--- src/rtl/mixout_i2s_tx_pkg.sv ---
// rtl/mixout_i2s_tx_pkg.sv - shared audio constants for the I2S output stage
package mixout_i2s_tx_pkg;

  localparam int SAMPLE_WIDTH = 24;
  localparam int FRAME_CLKS   = 1024;
  localparam int BCK_DIV      = 16;
  localparam int SLOT_BITS    = 32;
  localparam int FC_W         = $clog2(FRAME_CLKS);
  localparam int BCK_LOG2     = $clog2(BCK_DIV);

  // Word for channel ch starts one BCK after its LRCK edge (I2S delay bit).
  function automatic logic [FC_W-1:0] load_fc(input int ch);
    return FC_W'(BCK_DIV + ch * SLOT_BITS * BCK_DIV);
  endfunction

endpackage

--- src/rtl/mixout_i2s_tx.sv ---
// rtl/mixout_i2s_tx.sv - pulls stereo samples from the mixer and serializes them as I2S
module mixout_i2s_tx
  import mixout_i2s_tx_pkg::*;
#(
  parameter int NUM_CH_OUT = 2,
  parameter int POP_LEAD   = 64
) (
  input  logic                    clk,
  input  logic                    rst,
  output logic [NUM_CH_OUT-1:0]   pop_o,
  input  logic [NUM_CH_OUT-1:0]   ack_i,
  input  logic [SAMPLE_WIDTH-1:0] data_i,
  output logic                    bck_o,
  output logic                    lrck_o,
  output logic                    sdata_o,
  output logic [NUM_CH_OUT-1:0]   underrun_o
);

  localparam logic [FC_W-1:0] POP_FC = FC_W'(FRAME_CLKS - POP_LEAD);

  logic [FC_W-1:0]         fc_q, fc_d;
  logic [NUM_CH_OUT-1:0]   pending_q, pending_d;
  logic [NUM_CH_OUT-1:0]   valid_q, valid_d;
  logic [SAMPLE_WIDTH-1:0] hold_q [NUM_CH_OUT];
  logic [SAMPLE_WIDTH-1:0] hold_d [NUM_CH_OUT];
  logic [SAMPLE_WIDTH-1:0] shift_q, shift_d;
  logic                    sdata_q, sdata_d;
  logic [SAMPLE_WIDTH-1:0] load_word;
  logic                    any_load;
  logic                    pop_now;
  logic                    bit_edge;

  assign fc_d     = fc_q + 1'b1;
  assign pop_now  = (fc_q == POP_FC);
  assign bit_edge = (fc_q[BCK_LOG2-1:0] == '0);
  assign pop_o    = {NUM_CH_OUT{pop_now}};
  assign bck_o    = fc_q[BCK_LOG2-1];
  assign lrck_o   = fc_q[FC_W-1];

  // A load point wins over a same-cycle ack; a pop wins over a same-cycle clear.
  always_comb begin
    pending_d  = pending_q;
    valid_d    = valid_q;
    hold_d     = hold_q;
    load_word  = '0;
    any_load   = 1'b0;
    underrun_o = '0;
    for (int c = 0; c < NUM_CH_OUT; c++) begin
      if (fc_q == load_fc(c)) begin
        any_load = 1'b1;
        if (valid_q[c]) begin
          load_word = hold_q[c];
        end else begin
          underrun_o[c] = 1'b1;
        end
        valid_d[c]   = 1'b0;
        pending_d[c] = 1'b0;
      end else if (ack_i[c] && pending_q[c]) begin
        hold_d[c]  = data_i;
        valid_d[c] = 1'b1;
      end
      if (pop_now) begin
        pending_d[c] = 1'b1;
      end
    end
    if (any_load) begin
      sdata_d = load_word[SAMPLE_WIDTH-1];
      shift_d = load_word << 1;
    end else begin
      sdata_d = shift_q[SAMPLE_WIDTH-1];
      shift_d = shift_q << 1;
    end
  end

  // New bit appears in the falling-edge cycle itself, held until the next one.
  assign sdata_o = bit_edge ? sdata_d : sdata_q;

  always_ff @(posedge clk or posedge rst) begin
    if (rst) begin
      fc_q      <= '0;
      pending_q <= '0;
      valid_q   <= '0;
      shift_q   <= '0;
      sdata_q   <= 1'b0;
      for (int c = 0; c < NUM_CH_OUT; c++) begin
        hold_q[c] <= '0;
      end
    end else begin
      fc_q      <= fc_d;
      pending_q <= pending_d;
      valid_q   <= valid_d;
      hold_q    <= hold_d;
      if (bit_edge) begin
        shift_q <= shift_d;
        sdata_q <= sdata_d;
      end
    end
  end

endmodule

--- config.mk ---
export PLATFORM = sky130hd
export DESIGN_NAME = mixout_i2s_tx
export DESIGN_NICKNAME = d
export VERILOG_FILES = /design/src/rtl/mixout_i2s_tx_pkg.sv /design/src/rtl/mixout_i2s_tx.sv
export SDC_FILE = /design/constraint.sdc
export NUM_CORES = 1
export LEC_CHECK = 0
export ABC_AREA = 1
export CORE_ASPECT_RATIO = 1.25
export CORE_MARGIN = 2
export CORE_UTILIZATION = 65
export CTS_BUF_LIST = sky130_fd_sc_hd__clkbuf_8
export DETAILED_ROUTE_END_ITERATION = 6
export DONT_BUFFER_PORTS = 1
export PLACE_DENSITY = 0.8
export SYNTH_ARGS = -nofsm -noshare
export SYNTH_HDL_FRONTEND = slang
export SYNTH_SLANG_ARGS = --single-unit
--- constraint.sdc ---
create_clock -name clk -period 6.9 [get_ports clk]
set_input_delay 1.725 -clock clk [delete_from_list [all_inputs] [get_ports clk]]
set_output_delay 1.725 -clock clk [all_outputs]
set_load 0.05 [all_outputs]
==> impl_results.md, run 1 <==
- Commonest cells in the netlist: dfrtp_1, nand2_1, nor2_1
- Die height: a little over 90 µm
- Area Overhead vs Synth: 4.02%
- Slew margin rel.: slightly below 30%
- CP startpoint kind: flop
- Total Wirelength: 7.82 mm
- First-pass GRT wire length: about 13 mm
- HP Start: fc_q[0]$_DFF_PP0_
- Final Max Slew Viols: 0
- FF-to-FF Start: fc_q[3]$_DFF_PP0_
- Netlist cell types: 26
- Mapped cell area: slightly above 4000 µm²
- Vias/cell: about 5.5
- RSZ-0062 raised after global routing: no
- N_diodes: 0
- Tightest Pin Transition: about 1.1 ns
- Vias: around 3,000
- Worst vdd ir: 146 µV
- DIE AREA: 7030 µm²
- Bufs on Longest Clock Path: 2
- Worst-path clk slew: 0.08 ns
- CTS Sinks: 86
- Fin. Hold Viols: 0
- Synth Instances: 484
- F_max: slightly below 200 MHz
- Placer congestion estimate: about 0.84
- I/O pin count: 35
- Crit end category: primary output
- Ys async rst share: 100%
- Most area-consuming cells after synthesis: dfrtp_1, nand2_1, nor2_1
- Antenna-violating nets left: 0
- Post-Layout Cell Count: 560
- DR WL/cell: 14.0 µm
- Ratio of cells with drive above 1 in the final layout: 12.8%
- Port buffer count: 0
- CP Data Required Time: 5.18 ns
- Cts-stage hold buffer count: 0
- Detailed-route DRC error count: 0
- GRT overflow: 0
- Dominant cell type by area after synthesis: dfrtp_1
- CP Launch Point: fc_q[3]$_DFF_PP0_
- Clock root buffer: clkbuf_8
- Resized cells post-CTS: 0
- Core region area: 6170 µm²
- Number of buffers added for setup after CTS: 0
- Max-cap violations: 0
- DP HPWL: slightly above 5 mm
- Hold Crit Class: reg2reg
- Initial Util: 67.1%
- Synthesis-stage register bit count: 86
- Num CTS Buffers: 9
- Final setup viols: 0
- Setup ws final: 1.86 ns
- Largest net degree at the start of global routing: 87
- Critical path class: reg2out
- CTS tree: built
- Pre-CTS setup slack: 2.26 ns
- 1st-pass router iterations: 5
- Clk_lat worst skew: ~0.35 ns
- Rows: 32
- Worst Hold Slack: around 0.5 ns
- # placed instances: 546
- Largest fanout on the critical path: 29
- CTS H-tree lvls: 3
- Synth Net Count: 514
- Synth top area share: between 50% and 60%
- P per Cell Area: 208 nW/µm²
- Final Critical Period: about 5 ns
- Syn Area/Cell: approximately 8.6 µm²
- Run status: completed
- Tcrit/Tclk final: ~73%
- Most common cell in the netlist: dfrtp_1
- Nets: 502
- Worst EP arrival: around 3.3 ns
- Layout Skew: roughly 0.011 ns
- P_leak: approximately 2 nW
- Primary FF master, synth: dfrtp_1
- Post-synth EDFFs: 0
- Warnings from Yosys: 0
- Initial antenna violation count: 0
- Setup TNS: 0 ns
- GRT Util Overall: between 20% and 30%
- Sequential element share of the synthesized area: around 52%
- Vias in the first global route: 2,923
- Die X: 75.4 µm
- Number of DRC markers in iteration 0: approximately 200
==> path summary, 6_finish.rpt <==
| path | slack (ns) | cells past startpoint | to |
|---|---|---|---|
| min in group asynchronous | 1.58 | 2 | hold_q[38]$_DFFE_PP0P_ |
| setup / recovery | 1.86 | 8 | sdata_o |
| hold / removal | 0.49 | 1 | fc_q[0]$_DFF_PP0_ |
| setup reg to reg | 3.75 | 8 | sdata_q$_DFF_PP0_ |
| max in group asynchronous | 4.65 | 2 | shift_q[10]$_DFFE_PP0N_ |
| hold reg to reg | 0.49 | 1 | fc_q[0]$_DFF_PP0_ |
==> flip-flops by register name, summed over array words and instances (netlist names) <==
register / cells
fc_q: 10
hold_q: 48
pending_q: 2
sdata_q: 1
shift_q: 23
valid_q: 2
==> where the power goes <==
| part | switching, mW | internal, mW | total (mW) |
|---|---|---|---|
| clock | 0.168 | 0.209 | 0.377 |
| sequential | 0 | 0.504 | 0.504 |
| combinational | 0.0128 | 0.00162 | 0.0145 |
| total | 0.181 | 0.714 | 0.895 |
==> layout by cell type, fill, tap and decap left out <==
master / Yosys / layout
dfrtp_1: 86 / 86
inv_1: 56 / 55
nand3_2: 3 / 3
xor2_1: 7 / 7
clkinvlp_4: 0 / 1
nand2_2: 6 / 6
nand2_1: 84 / 84
o21bai_1: 17 / 17
buf_4: 10 / 5
nand4_4: 1 / 1
nand2_4: 2 / 2
bufinv_16: 0 / 2
clkinv_2: 0 / 2
nor2_1: 76 / 75
o21ai_2: 5 / 5
inv_2: 3 / 3
nand3_1: 6 / 6
nor3_1: 3 / 3
o21ai_1: 8 / 8
xnor2_1: 1 / 1
nand4_1: 28 / 28
ha_1: 2 / 2
o21ai_0: 42 / 42
clkbuf_8: 0 / 10
nor2_2: 20 / 21
==> layout make-up <==
class	instances	area (µm²)
fillers	527	1860
flip-flops and latches	86	2150
clock inverters	4	72.6
inverters	59	223
multi-input cells	311	1580
clock buffers	10	138
well taps	85	106
repair buffers	5	37.5
==> cells by family after synthesis <==
family | count (synthesis) | synth area share [%]
and+or+nand+nor | 229 | 25.5
buffers and inverters | 87 | 9.98
DFF | 86 | 52.0
AOI/OAI and AO/OA | 72 | 10.2
xor gates and xnor gates | 8 | 1.69
adders and majority gates | 2 | 0.604
==> layer usage <==
layer	vias up	global-route usage, %	share of wire [%]	routed length, µm
li1	1499	-	-	-
met3	17	4.31	3.2	251
met5	-	0	0	0
met4	0	8.77	2.1	168
met2	72	38.0	49	3800
met1	1488	34.3	46	3600
==> critical path, cell delays in order (launching register included) <==
cell     delay (ns)
dfrtp_1        0.59
inv_1          0.22
nand3_2        0.20
nor2_2         0.15
buf_4          0.33
nand4_4        0.48
nor2_2         0.20
nor2_1         0.06
nor2_1         0.72
==> stage by stage <==
step / util [%] / power, mW / cell area (µm²)
6_report: 69.8 / 0.895 / 4310
5_1_grt: 69.8 / 0.921 / 4310
4_1_cts: 69.8 / 0.902 / 4310
3_5_place_dp: 66.4 / 0.529 / 4100
3_3_place_gp: 66.4 / 0.528 / 4100
2_1_floorplan: - / 0.525 / 4140
No activity file was read; power rests on OpenSTA's default activity.
==> run 2: changes to the inputs <==
- CORE_UTILIZATION: 65 -> 59
- PLACE_DENSITY: 0.8 -> 0.77
- clock period: 6.9 -> 4.1 ns (I/O delays scaled with it)
==> run 2 against run 1 <==
  * Non-clock buffer count grew 5
  * Final area up 0.58%
  * Critical endpoint unchanged
  * Combinational power rose by 77%
  * Highest routed layer unchanged
  * Critical path depth is 1 higher
  * Clock skew fell by 0.0064 ns
  * Die area up 9.7%
  * Worst setup slack got worse by 1.4 ns
  * Hold slack got worse by 0.0025 ns
  * Power grew 60%
  * Count of clock-buffer cells in the layout increased by 3
  * Largest power group unchanged
  * Cell count rose by 2.0%
==> impl_results.md, run 2 (synthesis results as in run 1) <==
- Run status: completed
- Final setup viols: 0
- 1st-pass router iterations: 4
- P per Cell Area: 331 nW/µm²
- Worst Hold Slack: approximately 0.49 ns
- Crit-path cells: inv_1, nand3_2, nor2_2, buf_4, nand4_1, nand2_1, nor2_1, nor2_1, buf_4
- Core region area: between 6000 and 7000 µm²
- CP startpoint kind: flop
- GRT overflow: 0
- Hold Crit Class: reg2reg
- Layout Skew: ~0.0041 ns
- Critical path endpoint: sdata_o
- Initial Util: approximately three fifths
- Design Area, Final: 4330 µm²
- I/O pin count: 35
- Rows: 34
- Die height: a little under 100 µm
- Resized cells post-CTS: 0
- Largest register FFs: 48
- Total Wirelength: a little under 8 mm
- F_max: 277 MHz
- P_leak: a little under 2 nW
- CTS H-tree lvls: 3
- Clk_lat worst skew: ~0.35 ns
- Filler cells: between 500 and 600
- Placer congestion estimate: roughly 0.88
- Worst EP arrival: about 2.6 ns
- Biggest register: hold_q
- Fin. Hold Viols: 0
- CTS Sinks: 86
- FF-to-FF Start: fc_q[3]$_DFF_PP0_
- Die X: between 70 and 80 µm
- Critical path class: reg2out
- Final Max Slew Viols: 0
- Critical-path top delay cell: dfrtp_1
- Worst path max stage delay: 0.58 ns
- Number of buffers added for setup after CTS: 0
- Placed cell area: 4140 µm²
- Ratio of cells with drive above 1 in the final layout: 13.7%
- Initial antenna violation count: 0
- N_diodes: 0
- Nets: about 510
- Slew margin rel.: 33.3%
- Bufs on Longest Clock Path: 2
- Overall power: about 1.4 mW
- RSZ-0062 raised after global routing: no
- Clock root buffer: clkbuf_8
- Vias: approximately 3,000
- Detailed-route DRC error count: 0
- Reg2Reg Depth: 7
- Largest net degree at the start of global routing: 50
- CP Data Required Time: just over 3 ns
- CTS tree: built
- First-pass GRT wire length: about 14 mm
- Setup TNS: 0 ns
- Number of DRC markers in iteration 0: ~190
- Tightest Pin Transition: 1.00 ns
- Max-cap violations: 0
- Most frequent cells in the layout: dfrtp_1, nand2_1, nor2_1, inv_1, o21ai_0
- DIE AREA: between 7000 and 8000 µm²
- DR WL/cell: approximately 14 µm
- Vias in the first global route: 2,988
- CP Launch Point: fc_q[3]$_DFF_PP0_
- Worst vdd ir: approximately 260 µV
- Largest registers: hold_q (48), shift_q (23), fc_q (10)
- Tcrit/Tclk final: between 80% and 90%
- Final Critical Period: 3.61 ns
- Worst R2R End: hold_q[15]$_DFFE_PP0P_
- DP HPWL: 5.17 mm
- Slack of the worst reg-to-reg path: roughly 1.2 ns
- Largest fanout on the critical path: 26
- Vias/cell: ~5.3
- Port buffer count: 0
- Commonest non-fill, non-tap cell in the layout: dfrtp_1
- Cts-stage hold buffer count: 0
- Worst-path clk slew: about 0.080 ns
- Antenna-violating nets left: 0
- Area Overhead vs Synth: 4.63%
- GRT Util Overall: between 20 and 25%
- Crit end category: primary output
- Num CTS Buffers: 9
- HP Start: fc_q[0]$_DFF_PP0_
==> run 2: changes by cell type in the layout (fill, tap and decap cells not counted) <==
cell and change:
nor3_2 +1, clkbuf_8 +3, clkinvlp_4 -1, nor3_1 -1
bufinv_16 -2, buf_4 +5, inv_1 +2, clkinv_2 -1
==> run 2: worst min-delay path by stage <==
stage	depth (start not counted)	slack, ns	endpoint
global placement	1	0.45	fc_q[0]$_DFF_PP0_
detailed placement	2	0.47	hold_q[4]$_DFFE_PP0P_
finish	1	0.49	fc_q[0]$_DFF_PP0_
floorplan	1	0.44	fc_q[0]$_DFF_PP0_
CTS	1	0.49	fc_q[0]$_DFF_PP0_
global route	1	0.51	fc_q[0]$_DFF_PP0_
==> run 2: routing by layer <==
layer / part of all wire (%) / routed length, µm / track usage, %
met5: 0 / 0 / 0
met2: 50 / 3930 / 37.3
met1: 46 / 3620 / 29.4
met3: 2.9 / 232 / 4.46
met4: 1.3 / 100 / 7.82
==> run 2: metrics by stage <==
step           setup WS, ns  cells  utilization, %
6_report              0.493    571            62.8
5_1_grt               0.280    571            62.8
4_1_cts               0.469    571            62.8
3_5_place_dp          0.863    556            60.1
3_3_place_gp          0.955    556            60.1
2_1_floorplan         0.748    484               -
==> run 2: power breakdown <==
| group | switching, mW | total [mW] | internal, mW |
|---|---|---|---|
| registers | 0 | 0.847 | 0.847 |
| logic | 0.0224 | 0.0257 | 0.00330 |
| clock network | 0.279 | 0.558 | 0.280 |
==> run 2: cell type report <==
type	count	area, µm²	area share (%)
clock buffers	13	179	4.13
inverters	59	223	5.14
multi-input cells	311	1580	36.5
well taps	90	113	2.60
clock inverters	2	7.51	0.173
repair buffers	10	75.1	1.73
flip-flops and latches	86	2150	49.7
==> run 2: critical path, delay by kind of cell, from the launching register on <==
kind                   cells  cell delay, ns
buffers and inverters      3            0.78
flip-flops                 1            0.58
AND/OR/NAND/NOR            6            0.86
==> run 3: changes to the inputs <==
- CTS_CLUSTER_DIAMETER: not set -> 40
- GPL_ROUTABILITY_DRIVEN: not set -> 0
==> results of run 3 <==
Final layout, timing and power as in run 2 (identical DEF).
